**config.mk**
```make
export PLATFORM = sky130hd
export DESIGN_NAME = quad_encoder_frontend
export DESIGN_NICKNAME = d
export VERILOG_FILES = /design/src/rtl/quad_encoder_pkg.sv /design/src/rtl/encoder_input_sync.sv /design/src/rtl/quad_encoder_frontend.sv
export SDC_FILE = /design/constraint.sdc
export NUM_CORES = 1
export LEC_CHECK = 0
export CAP_MARGIN = 20
export CELL_PAD_IN_SITES_DETAIL_PLACEMENT = 1
export CELL_PAD_IN_SITES_GLOBAL_PLACEMENT = 1
export CORE_MARGIN = 2
export CORE_UTILIZATION = 49
export CTS_BUF_LIST = sky130_fd_sc_hd__clkbuf_16
export DETAILED_ROUTE_END_ITERATION = 8
export PLACE_DENSITY_LB_ADDON = 0.1
export SYNTH_ARGS = -nofsm -noshare
export SYNTH_HDL_FRONTEND = slang
export SYNTH_HIERARCHICAL = 1
export SYNTH_SLANG_ARGS = --single-unit
```
**constraint.sdc**
```tcl
create_clock -name clock -period 12 [get_ports clock]
set_input_delay 1.2 -clock clock [delete_from_list [all_inputs] [get_ports clock]]
set_output_delay 1.2 -clock clock [all_outputs]
set_load 0.01 [all_outputs]
```
**src/rtl/quad_encoder_pkg.sv**
```systemverilog
// ---------------------------------------------------------------------------
// quad_encoder_pkg
//   Shared widths, quadrature state encodings and the velocity saturation
//   helper for the quadrature encoder front end.
// ---------------------------------------------------------------------------
package quad_encoder_pkg;

  localparam int unsigned POS_W = 32;
  localparam int unsigned VEL_W = 16;
  localparam int unsigned ERR_W = 16;

  // Quadrature states, ab = {B, A}. Walking S0->S1->S2->S3->S0 means A leads B.
  localparam logic [1:0] AB_S0 = 2'b00;
  localparam logic [1:0] AB_S1 = 2'b01;
  localparam logic [1:0] AB_S2 = 2'b11;
  localparam logic [1:0] AB_S3 = 2'b10;

  localparam logic signed [VEL_W-1:0] VEL_MAX = 16'sh7FFF;
  localparam logic signed [VEL_W-1:0] VEL_MIN = 16'sh8000;

  // Clamp a wrapped 32-bit count difference into the signed velocity range.
  function automatic logic signed [VEL_W-1:0] sat_vel(input logic signed [POS_W-1:0] d);
    logic signed [VEL_W-1:0] r;
    if (d > 32'sd32767)
      r = VEL_MAX;
    else if (d < -32'sd32768)
      r = VEL_MIN;
    else
      r = d[VEL_W-1:0];
    return r;
  endfunction

endpackage

```
**src/rtl/encoder_input_sync.sv**
```systemverilog
// ---------------------------------------------------------------------------
// encoder_input_sync
//   Multi-stage flip-flop synchronizer for one asynchronous encoder line.
//   Ports:
//     clock   - system clock
//     reset_n - asynchronous active-low reset (chain clears to 0)
//     raw     - asynchronous input
//     synced  - input delayed by SYNC_STAGES clocks, safe to use in clock domain
// ---------------------------------------------------------------------------
module encoder_input_sync #(
  parameter int unsigned SYNC_STAGES = 2
) (
  input  logic clock,
  input  logic reset_n,
  input  logic raw,
  output logic synced
);

  logic [SYNC_STAGES-1:0] stages;

  always_ff @(posedge clock or negedge reset_n) begin
    if (!reset_n)
      stages <= '0;
    else
      stages <= {stages[SYNC_STAGES-2:0], raw};
  end

  assign synced = stages[SYNC_STAGES-1];

endmodule

```
**src/rtl/quad_encoder_frontend.sv**
```systemverilog
// ---------------------------------------------------------------------------
// quad_encoder_frontend
//   Quadrature encoder decoder feeding the PID controller. Produces a 32-bit
//   wrapping position count, a saturated per-period velocity, and a
//   one-cycle update_controller strobe every CLK_DIV clocks; position and
//   velocity change only on that strobe so they always form a coherent pair.
//
//   Ports:
//     clock             - system clock
//     reset_n           - asynchronous active-low reset
//     enc_a, enc_b      - encoder channels, asynchronous to clock
//     zero_position     - synchronous request to clear the running count
//     enc_i, index_arm  - index channel and arm pulse (ENCODER_INDEX_EN only)
//     position          - signed count sampled at the last strobe
//     velocity          - signed counts per period, saturated to 16 bits
//     update_controller - one-cycle strobe, outputs fresh
//     illegal_count     - saturating count of illegal A/B transitions
//
//   Build option: define ENCODER_INDEX_EN to add the index-pulse zeroing
//   logic and its two ports.
// ---------------------------------------------------------------------------
module quad_encoder_frontend
  import quad_encoder_pkg::*;
#(
  parameter int unsigned CLK_DIV     = 50000,
  parameter int unsigned SYNC_STAGES = 2,
  parameter bit          INVERT_DIR  = 1'b0
) (
  input  logic                    clock,
  input  logic                    reset_n,
  input  logic                    enc_a,
  input  logic                    enc_b,
  input  logic                    zero_position,
`ifdef ENCODER_INDEX_EN
  input  logic                    enc_i,
  input  logic                    index_arm,
`endif
  output logic signed [POS_W-1:0] position,
  output logic signed [VEL_W-1:0] velocity,
  output logic                    update_controller,
  output logic [ERR_W-1:0]        illegal_count
);

  localparam int unsigned DIV_W = (CLK_DIV > 2) ? $clog2(CLK_DIV) : 1;
  localparam logic [DIV_W-1:0] DIV_LAST = DIV_W'(CLK_DIV - 1);

  logic                    a_sync;
  logic                    b_sync;
  logic [1:0]              ab;
  logic [1:0]              prev_ab;
  logic signed [1:0]       step;
  logic                    illegal;
  logic signed [POS_W-1:0] step_ext;
  logic signed [POS_W-1:0] count;
  logic signed [POS_W-1:0] reference;
  logic signed [POS_W-1:0] next_count;
  logic signed [POS_W-1:0] ref_eff;
  logic signed [POS_W-1:0] delta;
  logic [DIV_W-1:0]        div;
  logic                    terminal;
  logic                    index_hit;
  logic                    clear;

  encoder_input_sync #(.SYNC_STAGES(SYNC_STAGES)) u_sync_a (
    .clock  (clock),
    .reset_n(reset_n),
    .raw    (enc_a),
    .synced (a_sync)
  );

  encoder_input_sync #(.SYNC_STAGES(SYNC_STAGES)) u_sync_b (
    .clock  (clock),
    .reset_n(reset_n),
    .raw    (enc_b),
    .synced (b_sync)
  );

  // B in the high bit so that A leading B walks the state order upward.
  assign ab = {b_sync, a_sync};

`ifdef ENCODER_INDEX_EN
  logic i_sync;
  logic prev_i;
  logic armed;

  encoder_input_sync #(.SYNC_STAGES(SYNC_STAGES)) u_sync_i (
    .clock  (clock),
    .reset_n(reset_n),
    .raw    (enc_i),
    .synced (i_sync)
  );

  assign index_hit = armed & i_sync & ~prev_i;

  // An arm pulse wins over a simultaneous hit so the next edge is not missed.
  always_ff @(posedge clock or negedge reset_n) begin
    if (!reset_n) begin
      prev_i <= 1'b0;
      armed  <= 1'b0;
    end else begin
      prev_i <= i_sync;
      if (index_arm)
        armed <= 1'b1;
      else if (index_hit)
        armed <= 1'b0;
    end
  end
`else
  assign index_hit = 1'b0;
`endif

  assign clear = zero_position | index_hit;

  // 4x decode of the previous/current state pair.
  always_comb begin
    step    = 2'sb00;
    illegal = 1'b0;
    case ({prev_ab, ab})
      {AB_S0, AB_S1}, {AB_S1, AB_S2}, {AB_S2, AB_S3}, {AB_S3, AB_S0}:
        step = INVERT_DIR ? 2'sb11 : 2'sb01;
      {AB_S1, AB_S0}, {AB_S2, AB_S1}, {AB_S3, AB_S2}, {AB_S0, AB_S3}:
        step = INVERT_DIR ? 2'sb01 : 2'sb11;
      default:
        illegal = ((prev_ab ^ ab) == 2'b11);
    endcase
  end

  assign step_ext = {{(POS_W-2){step[1]}}, step};
  assign terminal = (div == DIV_LAST);

  // A clear zeroes both the count and the reference, so a clear landing on
  // the terminal cycle naturally yields position 0 and velocity 0.
  assign next_count = clear ? '0 : count + step_ext;
  assign ref_eff    = clear ? '0 : reference;
  assign delta      = next_count - ref_eff;

  always_ff @(posedge clock or negedge reset_n) begin
    if (!reset_n) begin
      prev_ab           <= AB_S0;
      count             <= '0;
      reference         <= '0;
      div               <= '0;
      position          <= '0;
      velocity          <= '0;
      update_controller <= 1'b0;
      illegal_count     <= '0;
    end else begin
      prev_ab           <= ab;
      count             <= next_count;
      update_controller <= terminal;
      if (terminal) begin
        div       <= '0;
        position  <= next_count;
        velocity  <= sat_vel(delta);
        reference <= next_count;
      end else begin
        div <= div + DIV_W'(1);
        if (clear)
          reference <= '0;
      end
      if (illegal && (illegal_count != '1))
        illegal_count <= illegal_count + ERR_W'(1);
    end
  end

endmodule
```
# Word-level counts from Yosys, hierarchy flattened
# Cells that the tools add are included.
[op_classes]
add_sub_neg = 4
order_cmp = 2
eq_ne = 11
n_mux = 8
bitwise_logic = 1
n_reduce_logical = 4
[op_table]
columns = ["operator", "n"]
rows = [
  ["32-bit 2-to-1 mux", 3],
  ["16-bit 2-to-1 mux", 3],
  ["16-bit by 1-bit adder with 16-bit output (second input constant)", 2],
  ["32-bit adder", 1],
  ["32-bit by 16-bit > comparator with 1-bit output (second input constant)", 1],
  ["32-bit by 16-bit less-than comparator with 1-bit output (second input constant)", 1],
  ["32-bit subtractor", 1],
  ["16-bit equality test (second input constant)", 1],
  ["4-bit equality test (second input constant)", 4],
  ["16-bit inequality test (second input constant)", 1],
  ["4-bit by 3-bit equality test with 1-bit output (second input constant)", 2],
  ["4-bit OR reduction", 2],
  ["8-bit OR reduction", 1],
  ["4-bit by 1-bit equality test with 1-bit output (second input constant)", 1],
  ["4-bit by 2-bit equality test with 1-bit output (second input constant)", 1],
  ["2-bit one-hot mux with 2 select lines", 1],
  ["2-bit equality test (second input constant)", 1],
  ["2-bit bitwise XOR", 1],
  ["1-bit logical AND", 1],
  ["1-bit 2-to-1 mux", 1],
]
[totals]
reg_bits = 151
in_bits = 5
wordCells = 40

# Logic depth before layout (Yosys ltp)
[logic_depth]
word_depth = 9
depth_mapped = 29

# Modules after synthesis
# The synthesis kept the hierarchy.
[by_module_without_submodules]
columns = ["mod", "instances", "cells_each", "area_each_um2", "seq_area_each_um2"]
rows = [
  ["quad_encoder_frontend", 1, 982, 8987.4, 3678.5],
  ["encoder_input_sync", 2, 2, 50.0, 50.0],
]

# Least setup slack after synthesis
# OpenSTA, ideal clock, no wires.
[synth_timing]
path_kind = "register to register"
from = "register prev_ab[1]"
to = "register velocity[10]"
setup_time_ns = 0.120
arrival_time_ns = 7.629
required_time_ns = 11.880
setup_slack_ns = 4.251
path_stages_with_launch = 28
n_path_buf = 1
period_less_slack_ns = 7.749
cell_sequence = "dfrtp_1 xor2_1 nor2_1 ha_1 nor2b_1 o21ai_0 a21boi_0 o311a_1 a221o_1 a221oi_1 o21ai_0 a21o_1 a21oi_1 mux2i_1 inv_1 ha_1 a21o_1 a21oi_1 nor2b_1 nor3_1 a22o_2 o21ai_1 xor2_1 or4_1 or4_4 o32ai_4 buf_8 a21oi_2"
[synth_between]
elab_chain_len = 9
elab_cells_between_ends = 18
classes_between = "2 x add/sub; 2 x order compare; 8 x eq/ne; 4 x mux; 2 x reduce/logical"
[synth_lines]
columns = ["item", "line", "source"]
rows = [
  ["from (decl)", "quad_encoder_frontend.sv:50", "logic [1:0] prev_ab;"],
  ["from (signal assigned)", "quad_encoder_frontend.sv:139", "prev_ab <= AB_S0;"],
  ["from (signal assigned)", "quad_encoder_frontend.sv:148", "prev_ab <= ab;"],
  ["4-bit by 3-bit equality test with 1-bit output, or another cell as far along", "quad_encoder_frontend.sv:118", "case ({prev_ab, ab})"],
  ["4-bit OR reduction", "-", ""],
  ["2-bit one-hot mux with 2 select lines (*)", "quad_encoder_frontend.sv:118", ""],
  ["32-bit adder (*)", "quad_encoder_frontend.sv:133", "assign next_count = clear ? '0 : count + step_ext;"],
  ["32-bit 2-to-1 mux (*)", "quad_encoder_frontend.sv:133", ""],
  ["net next_count[24]", "quad_encoder_frontend.sv:56", "logic signed [POS_W-1:0] next_count;"],
  ["32-bit subtractor (*)", "quad_encoder_frontend.sv:135", "assign delta = next_count - ref_eff;"],
  ["32-bit by 16-bit less-than comparator with 1-bit output", "quad_encoder_pkg.sv:26", "else if (d < -32'sd32768)"],
  ["16-bit 2-to-1 mux", "quad_encoder_pkg.sv:26", ""],
  ["16-bit 2-to-1 mux (*)", "quad_encoder_pkg.sv:24", "if (d > 32'sd32767)"],
  ["to (signal assigned)", "quad_encoder_frontend.sv:154", "velocity <= sat_vel(delta);"],
  ["to (decl)", "quad_encoder_frontend.sv:39", "output logic signed [VEL_W-1:0] velocity,"],
]
# The timed path passes the listed nets; every way through them passes the cells marked *.
# A chain may end at the register's enable or synchronous reset.

# Worst setup path in the final report
[layout_timing]
from = "register prev_ab[0]"
to = "register velocity[4]"
# Same word-level chain as after synthesis.

==> results.toml <==
[worst_setup_path]
worst-path-max-fanout = 32
rr_startpoint = "prev_ab[0]"
worstPathRequired_ns = 12.26
arrival_time_reported_for_the_critical_path_endpoint_ns = 8.43
criticalPathCategory = "reg2reg"
startpoint = "prev_ab[0]"
startpoint_type = "flip-flop"
worstSetupEndpointType = "flip-flop"

[floorplan]
die-width_um = 140
floorplan.initialDensity = 0.502
floorplan.die.height_um = 140
die_area_um2 = 19700
num_rows = 49
ioPinCount = 70
core_area_um2 = 18100

[routing]
first_pass_iters = 4
vias = 7337
detail_route.iter0.violations = 316
detail_route.vias_per_cell = 5.71
final_routed_wirelength_um = 23600
post-route-drc-count = 0
postRouteAntennaNets = 0
route.detailed.wl_per_inst_um = 18.3

[timing]
setup_tns_ns = 0
setup_violations = 0
timing.final.max_slew_violations = 0
period_share = 0.681
clock-skew-final_ns = 0.0158
hold_viol_final = 0
rsz0062_at_grt = "no"
slew_headroom = 0.424
final_critical_path_setup_slack_ns = 3.83
worst_pin_slew_ns = 0.864
fmax_mhz = 122
timing.final.crit_period_ns = 8.17

[logic_synthesis]
main_synth_ff_type = "dfrtp_1"
synth_simple_gate_area_frac = 0.205
synth_area_per_cell_um2 = 9.22
post-synth-top-area-cell = "dfrtp_1"
post_synth_adder_cell_area = 0.0925
synth.yosys.warnings = 6
synth_area_um2 = 9090
synth_largest_type_area_fraction = 0.416
synth.lib_cells_used.distinct = 76
xor_and_xnor_fraction_of_the_mapped_netlist_area = 0.0810
edff_count_synth = 0
synth_compound_gate_area_share = 0.170
synth_seq_cells = 151
syn-instance-count = 986
post_synth_main_area_contributors = "dfrtp_1 (42%), ha_1 (8.8%), nand2_1 (5.7%), xnor2_1 (4.5%), nor2_1 (3.7%)"
netlist_top_cells_count = "dfrtp_1 (151), nand2_1 (137), nor2_1 (90), o21ai_0 (65), ha_1 (64)"
synth_top_family_by_area = "simple AND/OR/NAND/NOR gates"
synth.net_count = 1057
seq_area_frac_synth = 0.416
asyncSetResetFlopFracSynth = 1.00
synthMuxAreaShare = 0.00578
synth_most_common_cell = "dfrtp_1"

[finish]
nets = 1114
insertedDiodeCount = 0
final_cells = 1285
fillCellCount = 2085
drive_gt1_frac = 0.0672
area_delta_synth_final_pct = 15.7

[pwr]
power_density_nw_per_um2 = 201
total_power_mw = 2.11
vdd.ir_drop.worst_mv = 0.116
power_leakage_nw = 4.94

[global_route]
grt_antenna_before_repair = 0
first_global_vias = 7816
groute.usage.overall = 0.255
globalRoute.totalOverflow = 0
wire_length_of_the_first_global_routing_pass_um = 40500
maximum_number_of_pins_on_one_net_before_global_route_repair = 85

[clock_network]
cts_made_buffers = 17
cts_hold_buf = 0
clk_pin_slew_ns = 0.07
clockBufferDepth = 2
clock_tree.root_cell = "clkbuf_16"
cts_setup_buffers = 0
insertion_delay_ns = 0.43
cts_max_level = 4
post_cts_resized = 0
tritoncts = "built"
cts_num_sinks = 151

[placed_design]
placement.io_buffers = 69
post-dp-hpwl_um = 16600
detailedPlace.worstSlack_ns = 3.90
final_replace_weighted_congestion = 0.849
place_inst = 1253

[hold_path]
hold_path_class = "reg2reg"
min-delay-start = "u_sync_b/stages[0]"

[status]
result_of_the_run = "finished clean"

[job]
max_cap_violations = 0
cell usage in the layout, fill, tap and decap left out, drive strengths merged, types with 4 or more instances in the layout:
cell and count:
dfrtp 151, nand2 137, nor2 90, clkdlybuf4s50 67, o21ai 67, a21oi 66
ha 64, xnor2 47, nand2b 44, xor2 37, a21o 32, nand3 30
inv 26, clkbuf 17, nor3 16, nand4 15, nor2b 13, o21a 12
and2 9, o31ai 8, and3 8, a211oi 7, buf 7, o211ai 6
o21bai 6, nand3b 5, o22ai 5, nor4 4
cell type report:
type	instances	area, um2	area share
clock inverters	15	179	0.0170
flip-flops and latches	151	3780	0.359
well taps	229	287	0.0273
inverters	18	67.6	0.00643
multi-input cells	781	5050	0.481
clock buffers	17	425	0.0405
repair buffers	74	724	0.0689
through the flow:
step                      instance area, um2  hold WS, ns  utilization
after global placement                  9910        0.334        0.548
after detailed placement                9910        0.336        0.548
final                                  10500        0.348        0.581
after floorplan                         9090        0.331            -
after CTS                              10500        0.351        0.581
after global routing                   10500        0.369        0.581
worst max-delay path, stage by stage, from the launching register on:
cell,delay (ns)
dfrtp_1,0.41
xnor2_1,0.16
nor2_2,0.11
buf_4,0.40
ha_1,0.36
nor2b_1,0.16
o21ai_0,0.24
a21boi_0,0.24
o311a_1,0.41
a221o_1,0.38
a221oi_1,0.59
o21ai_0,0.27
a21o_1,0.23
a21oi_1,0.16
mux2i_1,0.30
inv_1,0.09
ha_1,0.39
a21o_1,0.18
a21oi_1,0.07
nor2b_1,0.17
nor3_1,0.07
a22o_2,0.30
o21ai_1,0.17
xor2_1,0.10
or4_1,0.52
or4_4,0.54
o32ai_4,0.78
a21oi_1,0.16
cell families (layout without fill, tap and decap cells):
family          after synthesis  in the layout
compound gates              237            237
xor+xnor                     84             84
fa+ha+maj                    66             66
buf+inv                      54            124
flops                       151            151
mux                           5              5
simple gates                389            389
report_power, final:
group          leakage [nW]  total, mW  internal, mW  switching [mW]
combinational          2.81      0.983         0.385           0.598
sequential             1.84      0.584         0.556          0.0282
clock                 0.286      0.548         0.298           0.249
final timing paths:
| path | cells after the start | end | slack, ns |
|---|---|---|---|
| worst max-delay path | 27 | velocity[4] | 3.83 |
| worst min-delay path | 0 | u_sync_b/stages[1] | 0.35 |
| worst max register to register | 27 | velocity[4] | 3.83 |
| worst min register to register | 0 | u_sync_b/stages[1] | 0.35 |
| max in group asynchronous | 2 | count[0] | 9.80 |
| min in group asynchronous | 1 | update_controller | 0.80 |
state kept, by name (all words and copies together) (netlist names):
signal,count
prev_ab,2
update_controller,1
u_sync_a/stages,2
velocity,16
illegal_count,16
position,32
reference,32
u_sync_b/stages,2
count,32
div,16
layer usage:
layer / vias up / track usage / share of wire
li1: 3563 / - / -
met1: 3637 / 0.342 / 0.47
met2: 108 / 0.427 / 0.48
met3: 29 / 0.0451 / 0.030
met4: 0 / 0.0702 / 0.020
met5: - / 0 / 0
No activity file was read; power rests on OpenSTA's default activity.
